## src/rtl/wrd_pkg.sv

```systemverilog
// Shared types and default sizes for the wrd conv1d pipeline.
package wrd_pkg;

  localparam int BW          = 8;
  localparam int FRAME_LEN   = 50;
  localparam int NUM_FILTERS = 8;
  localparam int T_BW        = $clog2(FRAME_LEN);
  localparam int F_BW        = $clog2(NUM_FILTERS);

  typedef enum logic {FILL, DRAIN} state_t;

  // Counter width that stays at least 1 bit for degenerate sizes.
  function automatic int cnt_w(input int n);
    return (n > 1) ? $clog2(n) : 1;
  endfunction

endpackage

```

## src/rtl/frame_transposer_mem.sv

```systemverilog
// Frame buffer: one scalar write port at (t, f), one full-row read port at t.
module transpose_mem #(
  parameter int BW          = wrd_pkg::BW,
  parameter int FRAME_LEN   = wrd_pkg::FRAME_LEN,
  parameter int NUM_FILTERS = wrd_pkg::NUM_FILTERS,
  parameter int TW          = wrd_pkg::T_BW,
  parameter int FW          = wrd_pkg::F_BW
) (
  input  logic                             clk_i,
  input  logic                             wr_en,
  input  logic [TW-1:0]                    wr_t,
  input  logic [FW-1:0]                    wr_f,
  input  logic [BW-1:0]                    wr_data,
  input  logic [TW-1:0]                    rd_t,
  output logic [NUM_FILTERS-1:0][BW-1:0]   rd_row
);
  import wrd_pkg::*;

  for (genvar f = 0; f < NUM_FILTERS; f++) begin : g_lane
    logic [BW-1:0] lane_mem [FRAME_LEN];

    always_ff @(posedge clk_i) begin
      if (wr_en && wr_f == FW'(f)) lane_mem[wr_t] <= wr_data;
    end

    assign rd_row[f] = lane_mem[rd_t];
  end

endmodule

```

## src/rtl/frame_transposer.sv

```systemverilog
// Re-orders a filter-major scalar stream into time-major column vectors,
// one whole frame at a time (fill, then drain).
module frame_transposer #(
  parameter int BW          = wrd_pkg::BW,
  parameter int FRAME_LEN   = wrd_pkg::FRAME_LEN,
  parameter int NUM_FILTERS = wrd_pkg::NUM_FILTERS
) (
  input  logic                        clk_i,
  input  logic                        rst_i,
  input  logic [BW-1:0]               data_i,
  input  logic                        valid_i,
  input  logic                        last_i,
  output logic                        ready_o,
  output logic [NUM_FILTERS*BW-1:0]   data_o,
  output logic                        valid_o,
  output logic                        last_o,
  input  logic                        ready_i,
  output logic                        err_o
);
  import wrd_pkg::*;

  localparam int TW = cnt_w(FRAME_LEN);
  localparam int FW = cnt_w(NUM_FILTERS);
  localparam logic [TW-1:0] T_LAST = TW'(FRAME_LEN - 1);
  localparam logic [FW-1:0] F_LAST = FW'(NUM_FILTERS - 1);

  state_t state, state_nxt;

  logic [TW-1:0] wr_t, rd_t, last_t;
  logic [FW-1:0] wr_f, last_f;
  logic          wr_en, full, load, out_done;

  logic [NUM_FILTERS-1:0][BW-1:0] row, row_masked;

  assign full = (wr_t == T_LAST) && (wr_f == F_LAST);

  always_ff @(posedge clk_i) begin
    state <= state_nxt;
  end

  always_comb begin
    state_nxt = state;
    ready_o   = 1'b0;
    wr_en     = 1'b0;
    load      = 1'b0;
    out_done  = 1'b0;
    case (state)
      FILL: begin
        ready_o = !rst_i;
        wr_en   = valid_i && ready_o;
        if (wr_en && (last_i || full)) state_nxt = DRAIN;
      end
      DRAIN: begin
        out_done = valid_o && ready_i && last_o;
        load     = !out_done && (!valid_o || ready_i);
        if (out_done) state_nxt = FILL;
      end
      default: state_nxt = FILL;
    endcase
    if (rst_i) state_nxt = FILL;
  end

  // Write side: nested (t, f) counters; the frame end position is kept so
  // the drain can blank entries that were never written this frame.
  always_ff @(posedge clk_i) begin
    if (rst_i) begin
      wr_t    <= '0;
      wr_f    <= '0;
      last_t  <= '0;
      last_f  <= '0;
      err_o   <= 1'b0;
    end else begin
      err_o <= 1'b0;
      if (wr_en) begin
        if (last_i || full) begin
          wr_t   <= '0;
          wr_f   <= '0;
          last_t <= wr_t;
          last_f <= wr_f;
          err_o  <= last_i ^ full;
        end else if (wr_t == T_LAST) begin
          wr_t <= '0;
          wr_f <= wr_f + 1'b1;
        end else begin
          wr_t <= wr_t + 1'b1;
        end
      end
    end
  end

  transpose_mem #(
    .BW          (BW),
    .FRAME_LEN   (FRAME_LEN),
    .NUM_FILTERS (NUM_FILTERS),
    .TW          (TW),
    .FW          (FW)
  ) u_mem (
    .clk_i   (clk_i),
    .wr_en   (wr_en),
    .wr_t    (wr_t),
    .wr_f    (wr_f),
    .wr_data (data_i),
    .rd_t    (rd_t),
    .rd_row  (row)
  );

  // Entry (t, f) holds this frame's data iff it precedes or equals the end position.
  for (genvar f = 0; f < NUM_FILTERS; f++) begin : g_mask
    localparam logic [FW-1:0] FI = FW'(f);
    assign row_masked[f] = ((FI < last_f) || (FI == last_f && rd_t <= last_t)) ? row[f] : '0;
  end

  always_ff @(posedge clk_i) begin
    if (rst_i) begin
      rd_t    <= '0;
      valid_o <= 1'b0;
      last_o  <= 1'b0;
      data_o  <= '0;
    end else if (out_done) begin
      rd_t    <= '0;
      valid_o <= 1'b0;
      last_o  <= 1'b0;
    end else if (load) begin
      data_o  <= row_masked;
      valid_o <= 1'b1;
      last_o  <= (rd_t == T_LAST);
      rd_t    <= (rd_t == T_LAST) ? '0 : rd_t + 1'b1;
    end
  end

endmodule

```

## config.mk

```make
export PLATFORM = sky130hd
export DESIGN_NAME = frame_transposer
export DESIGN_NICKNAME = d
export VERILOG_FILES = /design/src/rtl/wrd_pkg.sv /design/src/rtl/frame_transposer_mem.sv /design/src/rtl/frame_transposer.sv
export SDC_FILE = /design/constraint.sdc
export NUM_CORES = 2
export LEC_CHECK = 0
export CAP_MARGIN = 20
export CORE_UTILIZATION = 44
export DETAILED_ROUTE_END_ITERATION = 16
export HOLD_SLACK_MARGIN = 0.05
export MAX_ROUTING_LAYER = met4
export SKIP_CTS_REPAIR_TIMING = 1
export SLEW_MARGIN = 10
export SYNTH_ARGS = -nofsm -noshare
export SYNTH_HDL_FRONTEND = slang
export SYNTH_SLANG_ARGS = --single-unit
```

## constraint.sdc

```tcl
create_clock -name clk_i -period 3.1 [get_ports clk_i]
set_input_delay 0.31 -clock clk_i [delete_from_list [all_inputs] [get_ports clk_i]]
set_output_delay 0.31 -clock clk_i [all_outputs]
set_load 0.01 [all_outputs]
```

==> results.cfg <==
[outcome]
outcome = finished, violations left
failed_checks = negative setup slack

[critical_path]
critPathKind = register to register
critPathMaxFanout = 28
end_kind = register
crit_arrival_ns = 3.93
required_ns = 3.88
critical_path.startpoint_type = register

[flow_run]
cap_violations = 0

[floorplanning]
die_x_microns = 541
design.core.area_sq_um = 288000
die_area_sq_um = 293000
placementRows = 197
initial_core_util_pct = 44.3
io_pins = 81
die_y_microns = 541

[route]
first_pass_iters = 6
top_layer_used = met4
wl_mm = 398
drt-vias-per-instance = 6.13
route.met2.wl_mm = 187
drt-initial-drc-count = 10200
dr_wl_met3_mm = 35.9
drt-met1-wl_mm = 155
vias = 69800
wire_per_inst_microns = 35.0
antenna_left = 0
drc_errors = 0

[sta]
maxSlewViolCount = 0
clock_skew_ns = 0.0485
tightest_slew_ns = 1.15
fmax_ghz = 0.318
period_share_pct = 102
fin_crit_ns = 3.15
hold_viol = 0
setup_ws_ns = -0.0490
worst_slew_margin_rel_pct = 23.3
final-setup-viol-count = 2

[cts]
clockBufferDepth = 4
cts-root-buf = clkbuf_16
ctsHtreeMaxLevel = 5
cts_tree = done
worstSkewPairLatency_ns = 0.92
clk_pin_slew_worst_paths_ns = 0.06
cts_buffers = 338
cts.sinks = 3298

[layout]
area_growth_syn_to_layout_pct = 17.5
final_cells = 11400
fin_nets = 7351
drive_gt1_share_pct = 26.5

[global_routing]
grt_max_degree = 114
grt_pass1_vias = 68400
grt.total_usage_pct = 27.9
overflow = 0
grt_pass1_wl_mm = 550
antenna_found_initial = 20

[synth]
synth_area_leaders = edfxtp_1 (75%), mux4_2 (10%), mux2i_1 (4.0%), dfxtp_1 (1.5%), nor2_1 (1.4%)
synth_edf_count = 3200
synthArstFlopShare_pct = 0
yosys_warnings = 0
synth_area_per_cell_sq_um = 19.9
syn_inst = 6431
synth-seq-cells = 3298
synthMostInstantiatedCell = edfxtp_1
synth_top_area_cell = edfxtp_1
synth_flop_cell = edfxtp_1
yosys-top-cells-count = edfxtp_1 (3200), mux4_2 (594), mux2i_1 (513), nor2_1 (487), nand2_1 (239)
syn_nets = 6461
yosysSeqAreaShare_pct = 76.7
synth_top_area_share_pct = 75.2
synthDistinctLibCells = 70
syn_area_sq_um = 128000

[power_and_ir_drop]
finalPower_mw = 93.9
leakagePower_nw = 46.9
ir_drop_mv = 0.431
powerDensity_nw_per_um2 = 625

[place]
io_buffers = 80
dp_hpwl_mm = 265
gp_congestion = 0.958
place_inst = 10800

[min_path]
hold_class = input pin to register
cell usage in the layout, fill, tap and decap left out, types with 11 or more instances in the layout:
| cell | n |
|---|---|
| a211oi_1 | 47 |
| nand2_1 | 233 |
| a22o_1 | 21 |
| ha_1 | 17 |
| clkinv_1 | 58 |
| nor4_1 | 14 |
| nand2b_1 | 11 |
| a32o_1 | 29 |
| mux2i_1 | 513 |
| nor2b_1 | 32 |
| and2_1 | 12 |
| o22ai_1 | 91 |
| clkbuf_1 | 64 |
| nand3_1 | 57 |
| mux2_2 | 32 |
| dfxtp_1 | 92 |
| edfxtp_1 | 3200 |
| a21oi_1 | 82 |
| a221oi_1 | 22 |
| buf_12 | 106 |
| clkinv_2 | 57 |
| a22oi_1 | 122 |
| clkbuf_8 | 14 |
| a31oi_1 | 19 |
| buf_4 | 723 |
| bufinv_16 | 37 |
| o2111ai_1 | 23 |
| nor2_1 | 476 |
| inv_1 | 19 |
| nand4_1 | 12 |
| clkbuf_16 | 341 |
| mux4_2 | 594 |
| clkinvlp_4 | 16 |
| o21ai_0 | 89 |
| nor3_1 | 43 |
| clkdlybuf4s50_1 | 72 |
layer usage:
metal  global-route usage, %  up-vias
met2                    42.8     3885
li1                        -    28100
met4                    12.0        0
met3                    4.83      709
met5                       -        -
met1                    36.8    37100
sequential cells by signal, summed over array words and instances (netlist names), named ones only:
name	flops
state	1
last_f	3
last_t	6
data_o	64
wr_f	3
last_o	1
err_o	1
u_mem.g_lane.lane_mem	3200
valid_o	1
rd_t	6
wr_t	6
where the power goes:
part	leakage (nW)	internal [mW]	total (mW)	switching, mW
combinational	12.0	1.57	4.06	2.49
sequential	29.5	48.9	48.9	0.0311
clock	5.38	23.7	41.0	17.3
critical path, stage by stage (launching register included):
cell and delay [ns]:
dfxtp_4 0.46, buf_12 0.23, buf_12 0.25, buf_4 0.36, mux4_2 0.36, mux2i_1 0.42, a22o_1 0.42, nor4_1 0.19
a32o_1 0.29
stage by stage:
stage | setup slack, ns | hold slack, ns | setup TNS (ns) | area (sq um) | utilization [%]
2_1_floorplan | 0.741 | 0.409 | 0 | 128000 | -
3_3_place_gp | -0.728 | 0.450 | -3.04 | 139000 | 48.2
3_5_place_dp | -0.486 | 0.457 | -1.03 | 139000 | 48.2
4_1_cts | -0.462 | -0.149 | -1.04 | 150000 | 52.0
5_1_grt | -0.0316 | 0.212 | -0.0316 | 150000 | 52.1
6_report | -0.0490 | 0.208 | -0.0782 | 150000 | 52.1
cells by family (layout without fill, tap and decap cells):
group	count (synthesis)	count (layout)	synth area share (%)
adders and majority gates	17	17	0.166
and+or+nand+nor	965	965	3.23
AOI/OAI and AO/OA	614	614	3.31
other	0	10	0
xor gates and xnor gates	9	9	0.0617
DFF	3298	3298	76.7
buffers and inverters	389	1549	1.76
muxes	1139	1139	14.8
layout make-up:
class	instances	area (sq um)
fillers	22700	138000
inverters	21	85.1
well taps	3781	4730
clock buffers	419	8970
flip-flops and latches	3298	98100
clock inverters	191	2090
multi-input cells	2744	27700
diodes	10	25.0
repair buffers	918	8480
final timing paths:
path,start,slack (ns),cells after the start,to
worst min-delay path,ready_i,0.21,4,valid_o
worst min register to register,last_t[0],0.47,2,last_t[0]
worst max register to register,register,-0.05,8,data_o[34]
worst max-delay path,register,-0.05,8,data_o[34]
No activity file was read; power rests on OpenSTA's default activity.
